`config.mk`:
```
export PLATFORM = sky130hd
export DESIGN_NAME = pc_gen_ras
export DESIGN_NICKNAME = d
export VERILOG_FILES = /design/src/rtl/pc_gen_pkg.sv /design/src/rtl/ras_stack.sv /design/src/rtl/pc_gen_ras.sv
export SDC_FILE = /design/constraint.sdc
export NUM_CORES = 1
export LEC_CHECK = 0
export CORE_MARGIN = 10
export CORE_UTILIZATION = 25
export CTS_BUF_LIST = sky130_fd_sc_hd__clkbuf_2
export DETAILED_ROUTE_END_ITERATION = 10
export GPL_ROUTABILITY_DRIVEN = 0
export HOLD_SLACK_MARGIN = 0.15
export PLACE_DENSITY = 0.44
export SLEW_MARGIN = 15
export SYNTH_ARGS = -nofsm -noshare
export SYNTH_HDL_FRONTEND = slang
export SYNTH_SLANG_ARGS = --single-unit
```
`constraint.sdc`:
```
create_clock -name clk -period 3.3 [get_ports clk]
set_input_delay 0.66 -clock clk [delete_from_list [all_inputs] [get_ports clk]]
set_output_delay 0.66 -clock clk [all_outputs]
set_load 0.05 [all_outputs]
```
`src/rtl/pc_gen_pkg.sv`:
```
// Shared constants for the IF-stage program-counter generator.
package pc_gen_pkg;

    typedef enum logic [2:0] {
        PCSRC_NORMAL  = 3'd0,
        PCSRC_BRANCH  = 3'd1,
        PCSRC_JUMP    = 3'd2,
        PCSRC_REGA    = 3'd3,
        PCSRC_RETPRED = 3'd4
    } pcsrc_e;

    localparam logic [31:0] DEFAULT_RESET_PC = 32'h0040_0000;
    localparam logic [31:0] DEFAULT_ILLOP_PC = 32'h8000_0004;
    localparam logic [31:0] DEFAULT_XADR_PC  = 32'h8000_0008;
    localparam int unsigned DEFAULT_PC_STEP  = 4;

endpackage

```
`src/rtl/ras_stack.sv`:
```
// Circular return-address stack with a top pointer and a saturating valid count.
module ras_stack #(
    parameter int unsigned DEPTH = 4,
    parameter int unsigned XLEN  = 32
) (
    input  logic                       clk,
    input  logic                       reset,
    input  logic                       clear,
    input  logic                       push,
    input  logic                       pop,
    input  logic [XLEN-1:0]            push_data,
    output logic [XLEN-1:0]            top_data,
    output logic [$clog2(DEPTH+1)-1:0] count
);

    localparam int unsigned PW = $clog2(DEPTH);
    localparam int unsigned CW = $clog2(DEPTH + 1);

    logic [XLEN-1:0] mem [DEPTH];
    logic [PW-1:0]   top;
    logic            pop_eff;

    assign pop_eff  = pop && (count != '0);
    assign top_data = mem[top];

    always_ff @(posedge clk) begin
        if (reset) begin
            for (int unsigned i = 0; i < DEPTH; i++) begin
                mem[i] <= '0;
            end
            top   <= '0;
            count <= '0;
        end else if (clear) begin
            count <= '0;
        end else if (push && pop_eff) begin
            // Return consumed and call pushed together: replace the top in place.
            mem[top] <= push_data;
        end else if (push) begin
            mem[top + PW'(1)] <= push_data;
            top               <= top + PW'(1);
            if (count != CW'(DEPTH)) begin
                count <= count + CW'(1);
            end
        end else if (pop_eff) begin
            top   <= top - PW'(1);
            count <= count - CW'(1);
        end
    end

endmodule

```
`src/rtl/pc_gen_ras.sv`:
```
// IF-stage PC generator: exception vectors, EX redirect, stall, and RAS-predicted returns.
module pc_gen_ras
    import pc_gen_pkg::*;
#(
    parameter int unsigned     XLEN      = 32,
    parameter logic [XLEN-1:0] RESET_PC  = XLEN'(DEFAULT_RESET_PC),
    parameter logic [XLEN-1:0] ILLOP_PC  = XLEN'(DEFAULT_ILLOP_PC),
    parameter logic [XLEN-1:0] XADR_PC   = XLEN'(DEFAULT_XADR_PC),
    parameter int unsigned     PC_STEP   = DEFAULT_PC_STEP,
    parameter int unsigned     RAS_DEPTH = 4
) (
    input  logic                           clk,
    input  logic                           reset,
    input  logic                           stall,
    input  logic                           exc_illop,
    input  logic                           exc_xadr,
    input  logic                           redirect_valid,
    input  logic [XLEN-1:0]                redirect_pc,
    input  logic [2:0]                     pcsrc,
    input  logic                           branch_taken,
    input  logic [XLEN-1:0]                branch_target,
    input  logic [25:0]                    jump_index,
    input  logic [XLEN-1:0]                reg_target,
    input  logic                           ras_push,
    input  logic [XLEN-1:0]                ras_push_data,
    output logic [XLEN-1:0]                pc,
    output logic [XLEN-1:0]                pc_plus_step,
    output logic                           pred_ret,
    output logic                           flush,
    output logic [$clog2(RAS_DEPTH+1)-1:0] ras_count
);

    logic            advance;
    logic            is_retpred;
    logic            ras_valid;
    logic            exc_any;
    logic [XLEN-1:0] ras_top;
    logic [XLEN-1:0] pc_next;
    logic            pred_ret_next;

    assign exc_any      = exc_illop || exc_xadr;
    assign advance      = !(exc_any || redirect_valid || stall);
    assign is_retpred   = (pcsrc == PCSRC_RETPRED);
    assign ras_valid    = (ras_count != '0);
    assign pc_plus_step = pc + XLEN'(PC_STEP);

    ras_stack #(
        .DEPTH (RAS_DEPTH),
        .XLEN  (XLEN)
    ) u_ras (
        .clk       (clk),
        .reset     (reset),
        .clear     (exc_any),
        .push      (advance && ras_push),
        .pop       (advance && is_retpred),
        .push_data (ras_push_data),
        .top_data  (ras_top),
        .count     (ras_count)
    );

    always_comb begin
        pc_next       = pc_plus_step;
        pred_ret_next = 1'b0;
        if (exc_illop) begin
            pc_next = ILLOP_PC;
        end else if (exc_xadr) begin
            pc_next = XADR_PC;
        end else if (redirect_valid) begin
            pc_next = redirect_pc;
        end else if (stall) begin
            pc_next       = pc;
            pred_ret_next = pred_ret;
        end else begin
            case (pcsrc)
                PCSRC_BRANCH:  pc_next = branch_taken ? branch_target : pc_plus_step;
                PCSRC_JUMP:    pc_next = {pc_plus_step[XLEN-1:28], jump_index, 2'b00};
                PCSRC_REGA:    pc_next = reg_target;
                PCSRC_RETPRED: begin
                    if (ras_valid) begin
                        pc_next       = ras_top;
                        pred_ret_next = 1'b1;
                    end
                end
                default:       pc_next = pc_plus_step;
            endcase
        end
    end

    always_ff @(posedge clk) begin
        if (reset) begin
            pc       <= RESET_PC;
            pred_ret <= 1'b0;
            flush    <= 1'b0;
        end else begin
            pc       <= pc_next;
            pred_ret <= pred_ret_next;
            flush    <= exc_any || redirect_valid;
        end
    end

endmodule
```
==> results.json, run 1 <==
{
  "maxSlewHeadroom_pct": 53.13,
  "finClkSkew_ns": 0.06394,
  "r2r-end": "u_ras.mem[0][0]",
  "ir_worst_vdd_mv": 0.1592,
  "nNetsFinal": 1287,
  "violations": "setup timing",
  "finalCritPeriodShare_pct": 101.4,
  "syn_nets": 1016,
  "power_density_mw_per_mm2": 335.9,
  "antenna_found_initial": 2,
  "grt_max_degree": 33,
  "grt_overflow_total": 0,
  "portBuffers": 233,
  "top_usage_layer": "met2",
  "grt_pass1_vias": 8026,
  "grtUsageMet2_pct": 27.07,
  "cap_violations": 0,
  "fp.dieArea_sq_mm": 0.04464,
  "max_clock_freq_mhz": 298.9,
  "worst_r2r_path_depth": 6,
  "yosysTopAreaCellShare_pct": 42.02,
  "holdWs_ns": 0.4437,
  "clk_pin_slew_worst_paths_ns": 0.33,
  "dr.pass1.iters": 5,
  "seq_area_frac_synth_pct": 50.99,
  "area_growth_pct": 44.26,
  "worstSkewPairLatency_ns": 0.76,
  "path_class": "flip-flop to primary output",
  "ys_ff_latch": 169,
  "cts_buffer_depth": 2,
  "ant_nets": 0,
  "grt_pass1_wl_microns": 53650,
  "hpwl_microns": 28250,
  "netlist_top_cells_count": "128 x edfxtp_1, 127 x nor2_1, 70 x nand2_1, 45 x a21oi_1, 45 x inv_1",
  "die_h_microns": 211.3,
  "core-area_sq_mm": 0.03635,
  "hold_end": "pc[5]",
  "hold_class": "input port to flip-flop",
  "grtUsageMet3_pct": 3.576,
  "cts_num_sinks": 169,
  "crit_path_max_fanout": 6,
  "preCtsSetupSlack_ns": 0.3460,
  "finalNonFillerCells": 1603,
  "detail_route.iter0.violations": 519,
  "synth_area_sq_mm": 0.009148,
  "worstPathArrival_ns": 2.69,
  "setup_viol": 2,
  "grt_util_met1_pct": 21.19,
  "postLayoutCoreUtil_pct": 36.31,
  "yosys_warnings": 0,
  "cp-start-kind": "flip-flop",
  "root_buffer": "clkbuf_2",
  "layout-drive-gt1-share_pct": 21.98,
  "yosysMostFrequentCell": "edfxtp_1",
  "end_kind": "primary output",
  "yosysTopAreaCell": "edfxtp_1",
  "fin_area_sq_mm": 0.01320,
  "whs_path_depth": 3,
  "ys_async_sr_fraction_pct": 0,
  "htreeDepth": 4,
  "required_ns": 2.64,
  "reg2reg_slack_ns": 0.90,
  "drcViolationCount": 0,
  "wl_microns": 37150,
  "rows": 70,
  "start_util_pct": 25.17,
  "wl_per_cell_microns": 23.18,
  "timing.rr.start": "u_ras.count[0]",
  "hold_violations": 0,
  "cts_made_buffers": 17,
  "syn_inst": 849,
  "placed_area_sq_mm": 0.01229,
  "ys_top_cells_by_area": "edfxtp_1 42%, dfxtp_1 9.0%, mux4_2 7.9%",
  "hold_buffers": 0,
  "p_leak_nw": 4.922,
  "avgSynthCellArea_sq_um": 10.77,
  "slew_violations": 0,
  "status": "complete, but fails checks",
  "die_x_microns": 211.3,
  "fin_crit_ns": 3.346,
  "ys_types": 78,
  "io-pin-count": 234,
  "synth-edff-count": 128,
  "cts_tree": "built",
  "placedCellCount": 1538,
  "rsz0062_at_grt": "yes",
  "min_from": "redirect_pc[5]",
  "finalSetupTns_ns": -0.07844,
  "synth_top_flop_cell": "edfxtp_1",
  "power_mw": 4.433,
  "grt_usage_pct": 16.16,
  "worst_pin_slew_ns": 0.7030,
  "vias": 7802,
  "vias_per_cell": 4.867,
  "fin_ws_ns": -0.04576
}
## power by group
part	total, mW	switching (mW)	leakage, nW	internal [mW]
clock	1.22	0.938	0.160	0.282
sequential	2.39	0.0456	1.67	2.35
combinational	0.820	0.426	3.09	0.395
## state kept, by name (all words and copies together) (netlist names), named ones only
| name | count |
|---|---|
| u_ras.mem | 128 |
| u_ras.count | 3 |
| pred_ret | 1 |
| u_ras.top | 2 |
| flush | 1 |
| pc | 30 |
## per-layer routing
metal / wire (microns) / up-vias
met3: 2271 / 23
met1: 16550 / 3817
met4: 365 / 0
li1: - / 3712
met2: 17970 / 250
met5: 0 / -
## logic make-up after synthesis
kind of cell,share of synthesized area (%)
mux,10.55
buf+inv,5.116
compound gates,13.73
xor+xnor,2.872
flops,50.99
simple gates,16.39
fa+ha+maj,0.3556
## worst max path at each step
stage,from,end,slack (ns)
6_report,pc[13],pc_plus_step[27],-0.05
2_1_floorplan,pc[2],pc_plus_step[28],0.05
5_1_grt,pc[14],pc_plus_step[27],-0.19
3_5_place_dp,pcsrc[2],u_ras.mem[0][31],0.35
4_1_cts,pc[2],pc_plus_step[25],-0.19
3_3_place_gp,exc_illop,u_ras.count[2],0.39
## cells in the final DEF (no fill, tap or decap), types with 6 or more instances in the layout
master / netlist / routed
nor3_1: 18 / 14
xnor2_1: 22 / 13
and4_1: 6 / 6
buf_4: 7 / 73
xnor2_2: 0 / 6
buf_6: 2 / 10
clkbuf_2: 0 / 17
mux2i_1: 21 / 21
nand3_1: 17 / 14
clkdlybuf4s50_1: 0 / 204
a221oi_1: 19 / 19
nor2_1: 127 / 127
nand2b_1: 9 / 9
nand4_1: 7 / 7
o21ai_0: 40 / 40
buf_12: 0 / 17
nand2_1: 70 / 66
a21oi_1: 45 / 45
mux4_2: 32 / 32
o221ai_1: 19 / 19
edfxtp_1: 128 / 128
dfxtp_2: 0 / 10
a211oi_1: 6 / 6
dfxtp_1: 41 / 20
inv_1: 45 / 45
xor2_1: 8 / 6
and3_1: 7 / 6
dfxtp_4: 0 / 11
## cell type report
class	count	area [sq um]
inverters	45	168.9
well taps	468	585.6
multi-input cells	574	4330
diodes	2	5.005
clock buffers	17	85.08
clock inverters	15	191.4
fillers	3655	23150
flip-flops and latches	169	4718
repair buffers	313	3112
## what timing repair did
| action | 4_1_cts | 5_1_grt |
|---|---|---|
| pin swaps | 10 | 18 |
| setup endpoints to repair | 25 | 25 |
| resized for setup | 66 | 52 |
| setup buffers | 9 | 22 |
## worst max-delay path, cell delays in order (launching register included)
cell and delay, ns:
dfxtp_2 0.49, nand4_4 0.19, or4_4 0.60, o31a_1 0.27
or2_1 0.22, buf_6 0.16
Note: power is estimated with default switching activity, not from simulation.
==> run 2, diff against run 1 <==
--- a/config.mk
+++ b/config.mk
@@ -5,6 +5,7 @@
 export SDC_FILE = /design/constraint.sdc
 export NUM_CORES = 1
 export LEC_CHECK = 0
+export ABC_AREA = 0
 export CORE_MARGIN = 10
 export CORE_UTILIZATION = 25
 export CTS_BUF_LIST = sky130_fd_sc_hd__clkbuf_2
==> results of run 2 <==
Final layout, timing and power as in run 1 (identical DEF).
